[src/rtl/binarydivision_hls_dbg_pkg.sv]
// -----------------------------------------------------------------------------
// binarydivision_hls_dbg_pkg
// Shared definitions for the binaryDivision HLS debug/deadlock-report logic:
//   - dbg_state_e : report controller state encoding
//   - DEF_THRESH  : default persistence threshold in cycles
//   - clog2       : ceiling log2 helper usable in parameter expressions
// -----------------------------------------------------------------------------
package binarydivision_hls_dbg_pkg;

  typedef enum logic [1:0] {
    IDLE     = 2'd0,
    WATCH    = 2'd1,
    REPORT   = 2'd2,
    COOLDOWN = 2'd3
  } dbg_state_e;

  localparam int unsigned DEF_THRESH = 32'd1024;

  // Smallest r with 2**r >= value; 0 for value <= 1.
  function automatic int unsigned clog2(input int unsigned value);
    int unsigned result;
    result = 32'd0;
    for (int i = 0; i < 32; i++) begin
      if ((32'd1 << i) < value) begin
        result = $unsigned(i + 1);
      end else begin
        result = result;
      end
    end
    return result;
  endfunction

endpackage

[src/rtl/binarydivision_hls_lsb_encoder.sv]
// -----------------------------------------------------------------------------
// binarydivision_hls_lsb_encoder
// Purely combinational lowest-set-bit priority encoder.
// Ports:
//   vec   in  NUM_MON  input bit vector
//   idx   out IDX_W    index of the lowest set bit (0 when vec is all zero),
//                      truncated/extended to IDX_W
//   valid out 1        vec has at least one bit set
// -----------------------------------------------------------------------------
module binarydivision_hls_lsb_encoder
  import binarydivision_hls_dbg_pkg::*;
#(
  parameter int NUM_MON = 4,
  parameter int IDX_W   = 2
) (
  input  logic [NUM_MON-1:0] vec,
  output logic [IDX_W-1:0]   idx,
  output logic               valid
);

  // Internal scan width covers every index even if IDX_W was chosen narrower.
  localparam int SCAN_W = (clog2(NUM_MON) < 32'd1) ? 1 : int'(clog2(NUM_MON));

  logic [SCAN_W-1:0] scan_idx_s;

  // Scan from the top down so the lowest set bit is the last one to win.
  always_comb begin
    scan_idx_s = {SCAN_W{1'b0}};
    for (int i = NUM_MON - 1; i >= 0; i--) begin
      scan_idx_s = vec[i] ? SCAN_W'(i) : scan_idx_s;
    end
  end

  assign idx   = IDX_W'(scan_idx_s);
  assign valid = |vec;

endmodule

[src/rtl/binarydivision_hls_deadlock_report_ctrl.sv]
// -----------------------------------------------------------------------------
// binarydivision_hls_deadlock_report_ctrl
// Qualifies the per-instance deadlock monitor block flags of the binaryDivision
// HLS design. A report is raised only when the same non-empty set of blocked
// monitors persists for T_eff cycles (threshold, with 0 treated as 1). The
// report is sticky until acknowledged; afterwards the controller stays quiet
// until every block flag has cleared, so a single hang yields a single report.
// Ports:
//   clock        in  1        rising-edge clock
//   reset        in  1        synchronous active-high reset
//   enable       in  1        detection enable
//   threshold    in  CNT_W    required persistence in cycles (0 acts as 1)
//   mon_block    in  NUM_MON  block flags, one per monitor
//   ack          in  1        acknowledge of the active report
//   deadlock     out 1        report active
//   deadlock_idx out IDX_W    lowest blocked monitor in the captured snapshot
//   deadlock_vec out NUM_MON  captured snapshot of mon_block
//   persist_cnt  out CNT_W    current persistence count
//   evt_cnt      out EVT_W    saturating count of reports since reset
//   busy         out 1        controller not idle
// All outputs are registered.
// -----------------------------------------------------------------------------
module binarydivision_hls_deadlock_report_ctrl
  import binarydivision_hls_dbg_pkg::*;
#(
  parameter int NUM_MON = 4,
  parameter int CNT_W   = 16,
  parameter int IDX_W   = 2,
  parameter int EVT_W   = 8
) (
  input  logic               clock,
  input  logic               reset,
  input  logic               enable,
  input  logic [CNT_W-1:0]   threshold,
  input  logic [NUM_MON-1:0] mon_block,
  input  logic               ack,
  output logic               deadlock,
  output logic [IDX_W-1:0]   deadlock_idx,
  output logic [NUM_MON-1:0] deadlock_vec,
  output logic [CNT_W-1:0]   persist_cnt,
  output logic [EVT_W-1:0]   evt_cnt,
  output logic               busy
);

  localparam logic [CNT_W-1:0]   CNT_ZERO = {CNT_W{1'b0}};
  localparam logic [CNT_W-1:0]   CNT_ONE  = CNT_W'(1);
  localparam logic [CNT_W-1:0]   CNT_MAX  = {CNT_W{1'b1}};
  localparam logic [EVT_W-1:0]   EVT_ONE  = EVT_W'(1);
  localparam logic [EVT_W-1:0]   EVT_MAX  = {EVT_W{1'b1}};
  localparam logic [NUM_MON-1:0] MON_ZERO = {NUM_MON{1'b0}};
  localparam logic [IDX_W-1:0]   IDX_ZERO = {IDX_W{1'b0}};

  dbg_state_e         state_r;
  dbg_state_e         state_nxt_s;
  logic [NUM_MON-1:0] snap_r;
  logic [NUM_MON-1:0] snap_nxt_s;
  logic [CNT_W-1:0]   persist_r;
  logic [CNT_W-1:0]   persist_nxt_s;
  logic [CNT_W-1:0]   persist_inc_s;
  logic [CNT_W-1:0]   t_eff_s;
  logic               report_entry_s;
  logic               report_exit_s;
  logic [IDX_W-1:0]   enc_idx_s;
  logic               enc_valid_s;

  logic               deadlock_r;
  logic [IDX_W-1:0]   idx_r;
  logic [NUM_MON-1:0] vec_r;
  logic [EVT_W-1:0]   evt_r;
  logic               busy_r;

  assign t_eff_s       = (threshold == CNT_ZERO) ? CNT_ONE : threshold;
  assign persist_inc_s = (persist_r == CNT_MAX) ? persist_r : (persist_r + CNT_ONE);

  // The encoder looks at the snapshot that will be live after this edge, so a
  // report entered straight from IDLE reports the freshly captured flags.
  binarydivision_hls_lsb_encoder #(
    .NUM_MON (NUM_MON),
    .IDX_W   (IDX_W)
  ) u_lsb_encoder (
    .vec   (snap_nxt_s),
    .idx   (enc_idx_s),
    .valid (enc_valid_s)
  );

  // Next-state, snapshot and persistence-count decisions.
  always_comb begin
    state_nxt_s    = state_r;
    snap_nxt_s     = snap_r;
    persist_nxt_s  = persist_r;
    report_entry_s = 1'b0;
    report_exit_s  = 1'b0;
    case (state_r)
      IDLE: begin
        if (enable && (mon_block != MON_ZERO)) begin
          snap_nxt_s    = mon_block;
          persist_nxt_s = CNT_ONE;
          if (t_eff_s == CNT_ONE) begin
            state_nxt_s    = REPORT;
            report_entry_s = 1'b1;
          end else begin
            state_nxt_s = WATCH;
          end
        end else begin
          persist_nxt_s = CNT_ZERO;
        end
      end
      WATCH: begin
        // Losing enable (or all blocks clearing) wins over reaching threshold.
        if (!enable || (mon_block == MON_ZERO)) begin
          state_nxt_s   = IDLE;
          persist_nxt_s = CNT_ZERO;
        end else if (mon_block != snap_r) begin
          snap_nxt_s    = mon_block;
          persist_nxt_s = CNT_ONE;
        end else begin
          persist_nxt_s = persist_inc_s;
          if (persist_inc_s >= t_eff_s) begin
            state_nxt_s    = REPORT;
            report_entry_s = 1'b1;
          end else begin
            state_nxt_s = WATCH;
          end
        end
      end
      REPORT: begin
        if (ack) begin
          state_nxt_s   = COOLDOWN;
          report_exit_s = 1'b1;
        end else begin
          state_nxt_s = REPORT;
        end
      end
      COOLDOWN: begin
        if (mon_block == MON_ZERO) begin
          state_nxt_s   = IDLE;
          persist_nxt_s = CNT_ZERO;
        end else begin
          state_nxt_s = COOLDOWN;
        end
      end
      default: begin
        state_nxt_s   = IDLE;
        persist_nxt_s = CNT_ZERO;
      end
    endcase
  end

  // State, snapshot, persistence counter and busy flag registers.
  always_ff @(posedge clock) begin
    if (reset) begin
      state_r   <= IDLE;
      snap_r    <= MON_ZERO;
      persist_r <= CNT_ZERO;
      busy_r    <= 1'b0;
    end else begin
      state_r   <= state_nxt_s;
      snap_r    <= snap_nxt_s;
      persist_r <= persist_nxt_s;
      busy_r    <= (state_nxt_s != IDLE);
    end
  end

  // Report registers: set on entry, deadlock cleared on ack, vec/idx retained.
  always_ff @(posedge clock) begin
    if (reset) begin
      deadlock_r <= 1'b0;
      idx_r      <= IDX_ZERO;
      vec_r      <= MON_ZERO;
      evt_r      <= {EVT_W{1'b0}};
    end else if (report_entry_s) begin
      deadlock_r <= 1'b1;
      vec_r      <= snap_nxt_s;
      idx_r      <= enc_valid_s ? enc_idx_s : IDX_ZERO;
      evt_r      <= (evt_r == EVT_MAX) ? evt_r : (evt_r + EVT_ONE);
    end else if (report_exit_s) begin
      deadlock_r <= 1'b0;
    end else begin
      deadlock_r <= deadlock_r;
    end
  end

  assign deadlock     = deadlock_r;
  assign deadlock_idx = idx_r;
  assign deadlock_vec = vec_r;
  assign persist_cnt  = persist_r;
  assign evt_cnt      = evt_r;
  assign busy         = busy_r;

endmodule
[config.mk]
export PLATFORM = sky130hd
export DESIGN_NAME = binarydivision_hls_deadlock_report_ctrl
export DESIGN_NICKNAME = d
export VERILOG_FILES = /design/src/rtl/binarydivision_hls_dbg_pkg.sv /design/src/rtl/binarydivision_hls_lsb_encoder.sv /design/src/rtl/binarydivision_hls_deadlock_report_ctrl.sv
export SDC_FILE = /design/constraint.sdc
export NUM_CORES = 1
export LEC_CHECK = 0
export ABC_AREA = 1
export BUFFER_PORTS_ARGS = -buffer_cell sky130_fd_sc_hd__buf_2
export CAP_MARGIN = 20
export CORE_UTILIZATION = 50
export CTS_CLUSTER_DIAMETER = 50
export DETAILED_ROUTE_END_ITERATION = 16
export GPL_TIMING_DRIVEN = 1
export HOLD_SLACK_MARGIN = 0.05
export PLACE_DENSITY = 0.78
export SETUP_SLACK_MARGIN = 0.05
export SYNTH_ARGS = -nofsm -noshare
export SYNTH_HDL_FRONTEND = slang
export SYNTH_SLANG_ARGS = --single-unit
[constraint.sdc]
create_clock -name clock -period 2.83 [get_ports clock]
set_input_delay 0.4245 -clock clock [delete_from_list [all_inputs] [get_ports clock]]
set_output_delay 0.4245 -clock clock [all_outputs]
set_load 0.05 [all_outputs]
# --- Word-level counts from Yosys, hierarchy flattened ---
# Index checks and enable logic that the tools add are counted.
word_totals:
  regBits: 38
  inputBits: 24
  out_inout_bits: 32
  word_cells: 67
classes:
  addsub: 2
  n_lt_le_gt_ge: 1
  eq_ne: 8
  n_mux: 34
  n_bitwise: 1
  reduce_logical: 13
op_table:
  columns: ["op", "count"]
  rows:
  - ["$mux 16", 5]
  - ["$pmux 16 s3", 1]
  - ["$mux 2", 11]
  - ["$add 16x1->16 const B", 1]
  - ["$eq 16x1->1 const B", 1]
  - ["$eq 16x16->1 const B", 1]
  - ["$ge 16x16->1", 1]
  - ["$logic_not 16->1", 1]
  - ["$mux 4", 3]
  - ["$mux 1", 11]
  - ["$add 8x1->8 const B", 1]
  - ["$eq 8x8->1 const B", 1]
  - ["$pmux 2 s4", 1]
  - ["$pmux 4 s2", 1]
  - ["$eq 2x2->1 const B", 2]
  - ["$logic_not 4->1", 1]
  - ["$ne 4x4->1", 1]
  - ["$reduce_and 2->1", 2]
  - ["$reduce_bool 2->1", 2]
  - ["$reduce_bool 4->1", 1]
  - ["$reduce_or 4->1", 1]
  - ["$reduce_bool 3->1", 1]
  - ["$eq 2x1->1 const B", 1]
  - ["$logic_not 2->1", 1]
  - ["6 further kinds", 6]

# --- Logic depth before layout (Yosys ltp) ---
depth:
  depth_word: 9
  ltp_mapped: 24
  depth_no_buf: 22

# --- Modules after synthesis ---
# From an unflattened synthesis, not the netlist that was laid out.
hier_totals:
  hier_cells: 398
  area_unflattened_um2: 2697.6
by_module_without_submodules:
  columns: ["module", "n_inst", "cells_per_inst", "area_each_um2"]
  rows:
  - ["binarydivision_hls_deadlock_report_ctrl", 1, 389, 2648.8]
  - ["binarydivision_hls_lsb_encoder", 1, 9, 48.8]

# --- Worst setup path before layout ---
# No wires, ideal clock.
synth_path:
  path_kind: "register to register"
  from: "register persist_r[0], in the netlist persist_cnt[0]"
  to: "register busy_r, in the netlist busy"
  setup_ns: 0.120
  arrival_ns: 2.979
  setup_slack_ns: -0.269
  stages_incl_launch_ff: 23
  n_path_buf: 2
  period_less_slack_ns: 3.099
  cell_sequence: "dfxtp_1 > ha_1 > nand2_1 > nor2_2 > nand4_2 > nor2_4 > inv_2 > buf_6 > nand2_1 > ha_1 > nand2_1 > inv_1 > nand2_1 > nand2_1 > nor2_1 > nand2_1 > nand2_1 > nand2_1 > nand2_1 > nand2_2 > buf_6 > o21ai_0 > nand2_1"
synth_via:
  elab_chain_len: 8
  elab_cells_between_ends: 9
  cone_classes: "add/sub: 1; order compare: 1; eq/ne: 1; mux: 5; reduce/logical: 1"
synth_rtl:
  columns: ["item", "line", "text"]
  rows:
  - ["start, declared", "binarydivision_hls_deadlock_report_ctrl.sv:57", "logic [CNT_W-1:0] persist_r;"]
  - ["start signal, assigned", "binarydivision_hls_deadlock_report_ctrl.sv:159", "persist_r <= persist_nxt_s;"]
  - ["$add 16x1->16 or $eq 16x16->1 (tied branches)", "binarydivision_hls_deadlock_report_ctrl.sv:73", "assign persist_inc_s = (persist_r == CNT_MAX) ? persist_r : (persist_r + CNT_ONE);"]
  - ["$mux 16 *", "binarydivision_hls_deadlock_report_ctrl.sv:73", null]
  - ["$ge 16x16->1 *", "binarydivision_hls_deadlock_report_ctrl.sv:118", "if (persist_inc_s >= t_eff_s) begin"]
  - ["$mux 2 *", "binarydivision_hls_deadlock_report_ctrl.sv:118", null]
  - ["$mux 2 *", "binarydivision_hls_deadlock_report_ctrl.sv:113", "end else if (mon_block != snap_r) begin"]
  - ["$mux 2 *", "binarydivision_hls_deadlock_report_ctrl.sv:110", "if (!enable || (mon_block == MON_ZERO)) begin"]
  - ["$pmux 2 s4 *", "binarydivision_hls_deadlock_report_ctrl.sv:93", "case (state_r)"]
  - ["$reduce_bool 2->1 *", "binarydivision_hls_deadlock_report_ctrl.sv:160", "busy_r <= (state_nxt_s != IDLE);"]
  - ["end signal, assigned", "binarydivision_hls_deadlock_report_ctrl.sv:160", null]
  - ["end, declared", "binarydivision_hls_deadlock_report_ctrl.sv:70", "logic busy_r;"]
# Every way passes the cells marked *; elsewhere a longest branch is shown, timed or not.
# A chain may end at the register's enable or synchronous reset.

# --- Worst setup path after layout ---
layout_path:
  from: "register persist_r[1], in the netlist persist_cnt[1]"
  to: "register vec_r[1], in the netlist deadlock_vec[1]"
layout_via:
  elab_chain_len: 7
  elab_cells_between_ends: 8
  cone_classes: "add/sub: 1; order compare: 1; eq/ne: 1; mux: 5"
layout_rtl:
  columns: ["item", "line", "text"]
  rows:
  - ["$add 16x1->16 or $eq 16x16->1 (tied branches)", "binarydivision_hls_deadlock_report_ctrl.sv:73", null]
  - ["$mux 16 *", "binarydivision_hls_deadlock_report_ctrl.sv:73", null]
  - ["$ge 16x16->1 *", "binarydivision_hls_deadlock_report_ctrl.sv:118", null]
  - ["$mux 1 *", "binarydivision_hls_deadlock_report_ctrl.sv:118", null]
  - ["$mux 1 *", "binarydivision_hls_deadlock_report_ctrl.sv:113", null]
  - ["$mux 1 *", "binarydivision_hls_deadlock_report_ctrl.sv:110", null]
  - ["$pmux 1 s2 *", "binarydivision_hls_deadlock_report_ctrl.sv:93", null]
  - ["end signal, assigned", "binarydivision_hls_deadlock_report_ctrl.sv:173", "vec_r <= snap_nxt_s;"]
  - ["end, declared", "binarydivision_hls_deadlock_report_ctrl.sv:68", "logic [NUM_MON-1:0] vec_r;"]
# Marks and branches as above.

==> flow_metrics.tcl <==
set metrics [dict create \
    rsz0062_at_grt "yes" \
    grt_antenna_before_repair 0 \
    drt-total-wl_mm 7.31 \
    synthAdderAreaFrac_pct 8.58 \
    io_buffers 55 \
    placed_area_sq_um 3070 \
    finalHoldViolations 0 \
    crit_chain "ha_4 > nand2_4 > nor2_4 > nand4_4 > buf_4 > buf_4 > xor2_1 > nand2_1 > ha_1 > nand4_1 > nor3_4 > nand2_2 > nand2_2 > nand2_2 > nand2_4 > buf_12 > nand2_2 > nor3b_2" \
    drc_errors 0 \
    post-route-period-util_pct 98.1 \
    synth_edf_count 0 \
    cts_hold_buf 0 \
    clkLatencyLatePin_ns 0.30 \
    syn_area_per_cell_sq_um 6.58 \
    timing.critical_path.mode_cell "nand2_2" \
    grt_max_degree 31 \
    tightest_slew_ns 0.612 \
    cts_buffers 5 \
    peakVddDrop_v 0.000273 \
    cp_max_fo 7 \
    ys.flop_type "dfxtp_1" \
    slew_headroom_pct 59.2 \
    synth_common_cells "nand2_1 (111), inv_1 (53), nor2_1 (40)" \
    finalCriticalPeriod_ns 2.77 \
    num_rows 26 \
    synth_top_family_by_area "simple AND/OR/NAND/NOR gates" \
    synthSimpleGateAreaFrac_pct 35.0 \
    synth_seq_cells 38 \
    combPwrFrac_pct 11.8 \
    core-area_sq_um 5070 \
    final_nets 523 \
    drv_cap 0 \
    grtUsageTotal_pct 25.5 \
    vias 2910 \
    r2r_setup_slack_ns 0.06 \
    start_util_pct 51.7 \
    finalSetupViolCount 0 \
    netlist.area_leader.share_pct 29.0 \
    yosysWarnings 0 \
    worstRegToRegCells 18 \
    holdWs_ns 0.475 \
    synth_area_sq_um 2630 \
    path_class "flip-flop to flip-flop" \
    yosysUniqueCellTypes 33 \
    ios 56 \
    antennaDiodeCount 0 \
    setup_ws_ns 0.0552 \
    cp_num_buf_inv 3 \
    clockPowerShare_pct 41.1 \
    post-synth-top-count-cell "nand2_1" \
    fin_cells 552 \
    synth-xor-area-share_pct 5.34 \
    cts_tree "yes" \
    die_area_sq_um 5540 \
    cts.clk_slew.worst_paths_ns 0.08 \
    fmax_mhz 360 \
    cts-root-buf "clkbuf_8" \
    post_synth_mux_area_share_pct 0 \
    p_sw_mw 0.304 \
    async_reset_ff_share_pct 0 \
    wl_per_cell_microns 13.3 \
    holdPathStages 2 \
    slowest_delay_ns 0.38 \
    cp-start-kind "flip-flop" \
    grt_pass1_vias 2521 \
    htree_levels 2 \
    synth-seq-area-share_pct 29.0 \
    outcome "completed" \
    whs_endpoint "deadlock_idx[1]$_SDFFE_PP0P_" \
    total_power_mw 1.16 \
    skew_ns 0.00776 \
    drv_slew 0 \
    drt_iter0_drc 140 \
    syn_inst 399 \
    required_ns 3.00 \
    place.gp.congestion 0.920 \
    via_per_inst 5.27 \
    p_sw_share_pct 26.3 \
    r2r_end "deadlock_vec[1]$_SDFFE_PP0P_" \
    dp_slack_ns -0.153 \
    stdcell_area_sq_um 3610 \
    grt_pass1_wl_mm 10.8 \
    yosys.area.top_type "dfxtp_1" \
    cp.depth 18 \
    cts.path.max_buffers 2 \
    r2r_start "persist_cnt[1]$_SDFFE_PP0P_" \
    critPathTopFamily "simple AND/OR/NAND/NOR gates" \
    fin_util_pct 71.2 \
    dp.final_hpwl_mm 4.99 \
    die_h_microns 74.5 \
    synth_compound_area_share_pct 11.8 \
    arrival_ns 2.94 \
    clock_sinks 38 \
    die_x_microns 74.5 \
    p_per_area_nw_per_um2 320 \
    synthesis.nets 441 \
    layout-drive-gt1-share_pct 33.6 \
    timing.setup.tns_ns 0 \
    syn2layout_area_growth_pct 37.7 \
    dr.pass1.iters 4 \
    hp-start "deadlock_idx[1]$_SDFFE_PP0P_" \
    seqPwrFrac_pct 47.2 \
    gr-total-overflow 0 \
    crit_path_end_kind "flip-flop" \
    hold_path.class "flip-flop to flip-flop" \
    synth_area_leaders "dfxtp_1 (29%), nand2_1 (16%), ha_1 (8.6%)" \
    dp.cells 531 \
    internal-power_mw 0.854 \
    postRouteAntennaNets 0 \
    cp_slowest_cell "dfxtp_4" \
    power.leakage_nw 1.79 \
]
==> timing repair <==
action                                  CTS  global route
gates resized for setup                  17            56
pin swaps                                13            30
endpoints found under the setup margin   17            18
buffers inserted                          5             7
cloned                                    0             1
==> cells in the final DEF (no fill, tap or decap), drive strengths merged <==
cell / instances
nor3b: 2
nand3: 22
a21boi: 1
inv: 59
o21bai: 1
xnor2: 3
dfxtp: 38
clkbuf: 5
o31ai: 1
and2: 1
or2: 1
nand2: 113
clkinvlp: 1
ha: 18
nor2: 42
clkinv: 1
buf: 82
xor2: 13
nor4: 2
bufinv: 1
nand4: 9
a21oi: 37
nand3b: 2
nor3: 9
o21ai: 18
==> metal layers <==
metal | wire length (microns) | global-route usage, % | vias up | share of wire (%)
li1 | - | - | 1440 | -
met1 | 3170 | 30.3 | 1339 | 43
met2 | 3630 | 44.8 | 108 | 50
met3 | 295 | 4.20 | 23 | 4.0
met4 | 218 | 11.7 | 0 | 3.0
met5 | 0 | 0 | - | 0
==> worst reg2reg max path, stage by stage, from the launching register on <==
cell	delay (ns)
dfxtp_4	0.38
ha_4	0.15
nand2_4	0.06
nor2_4	0.14
nand4_4	0.12
buf_4	0.15
buf_4	0.12
xor2_1	0.13
nand2_1	0.12
ha_1	0.29
nand4_1	0.13
nor3_4	0.17
nand2_2	0.07
nand2_2	0.08
nand2_2	0.06
nand2_4	0.12
buf_12	0.14
nand2_2	0.05
nor3b_2	0.16
==> power by group through the flow <==
stage               clock [mW]  sequential (mW)  combinational [mW]
floorplan                    0            0.567              0.0675
finish                   0.476            0.546               0.136
CTS                      0.486            0.546               0.121
detailed placement           0            0.558               0.118
global placement             0            0.558               0.115
global route             0.508            0.547               0.152
==> kinds of logic after synthesis <==
| family | Yosys count |
|---|---|
| flops | 38 |
| buf+inv | 66 |
| xor+xnor | 16 |
| compound gates | 58 |
| simple gates | 203 |
| fa+ha+maj | 18 |
==> state kept, by name, summed over array words and instances, names as in the netlist <==
name / flops
persist_cnt: 16
evt_cnt: 8
busy: 1
deadlock_vec: 4
snap_r: 4
state_r: 2
deadlock_idx: 2
deadlock: 1
==> layout make-up <==
class                      count  area [sq um]
tap                           70          87.6
timing repair inverter         1          6.26
sequential                    38           772
timing repair buffer          82           502
clock inverter                 3          43.8
multi-input combinational    295          1900
clock buffer                   5          68.8
inverter                      58           230
fill                         429          1460
==> worst max path at each step <==
stage | endpoint | from | slack (ns)
CTS | deadlock_vec[1]$_SDFFE_PP0P_ | persist_cnt[1]$_SDFFE_PP0P_ | 0.05
global route | deadlock_idx[1]$_SDFFE_PP0P_ | persist_cnt[5]$_SDFFE_PP0P_ | -0.12
global placement | evt_cnt[1]$_SDFFE_PP0P_ | persist_cnt[1]$_SDFFE_PP0P_ | -0.07
detailed placement | evt_cnt[2]$_SDFFE_PP0P_ | persist_cnt[1]$_SDFFE_PP0P_ | -0.15
finish | deadlock_vec[1]$_SDFFE_PP0P_ | persist_cnt[1]$_SDFFE_PP0P_ | 0.06
floorplan | busy$_SDFF_PP0_ | persist_cnt[4]$_SDFFE_PP0P_ | 0.05
(Power assumes the default switching activity.)
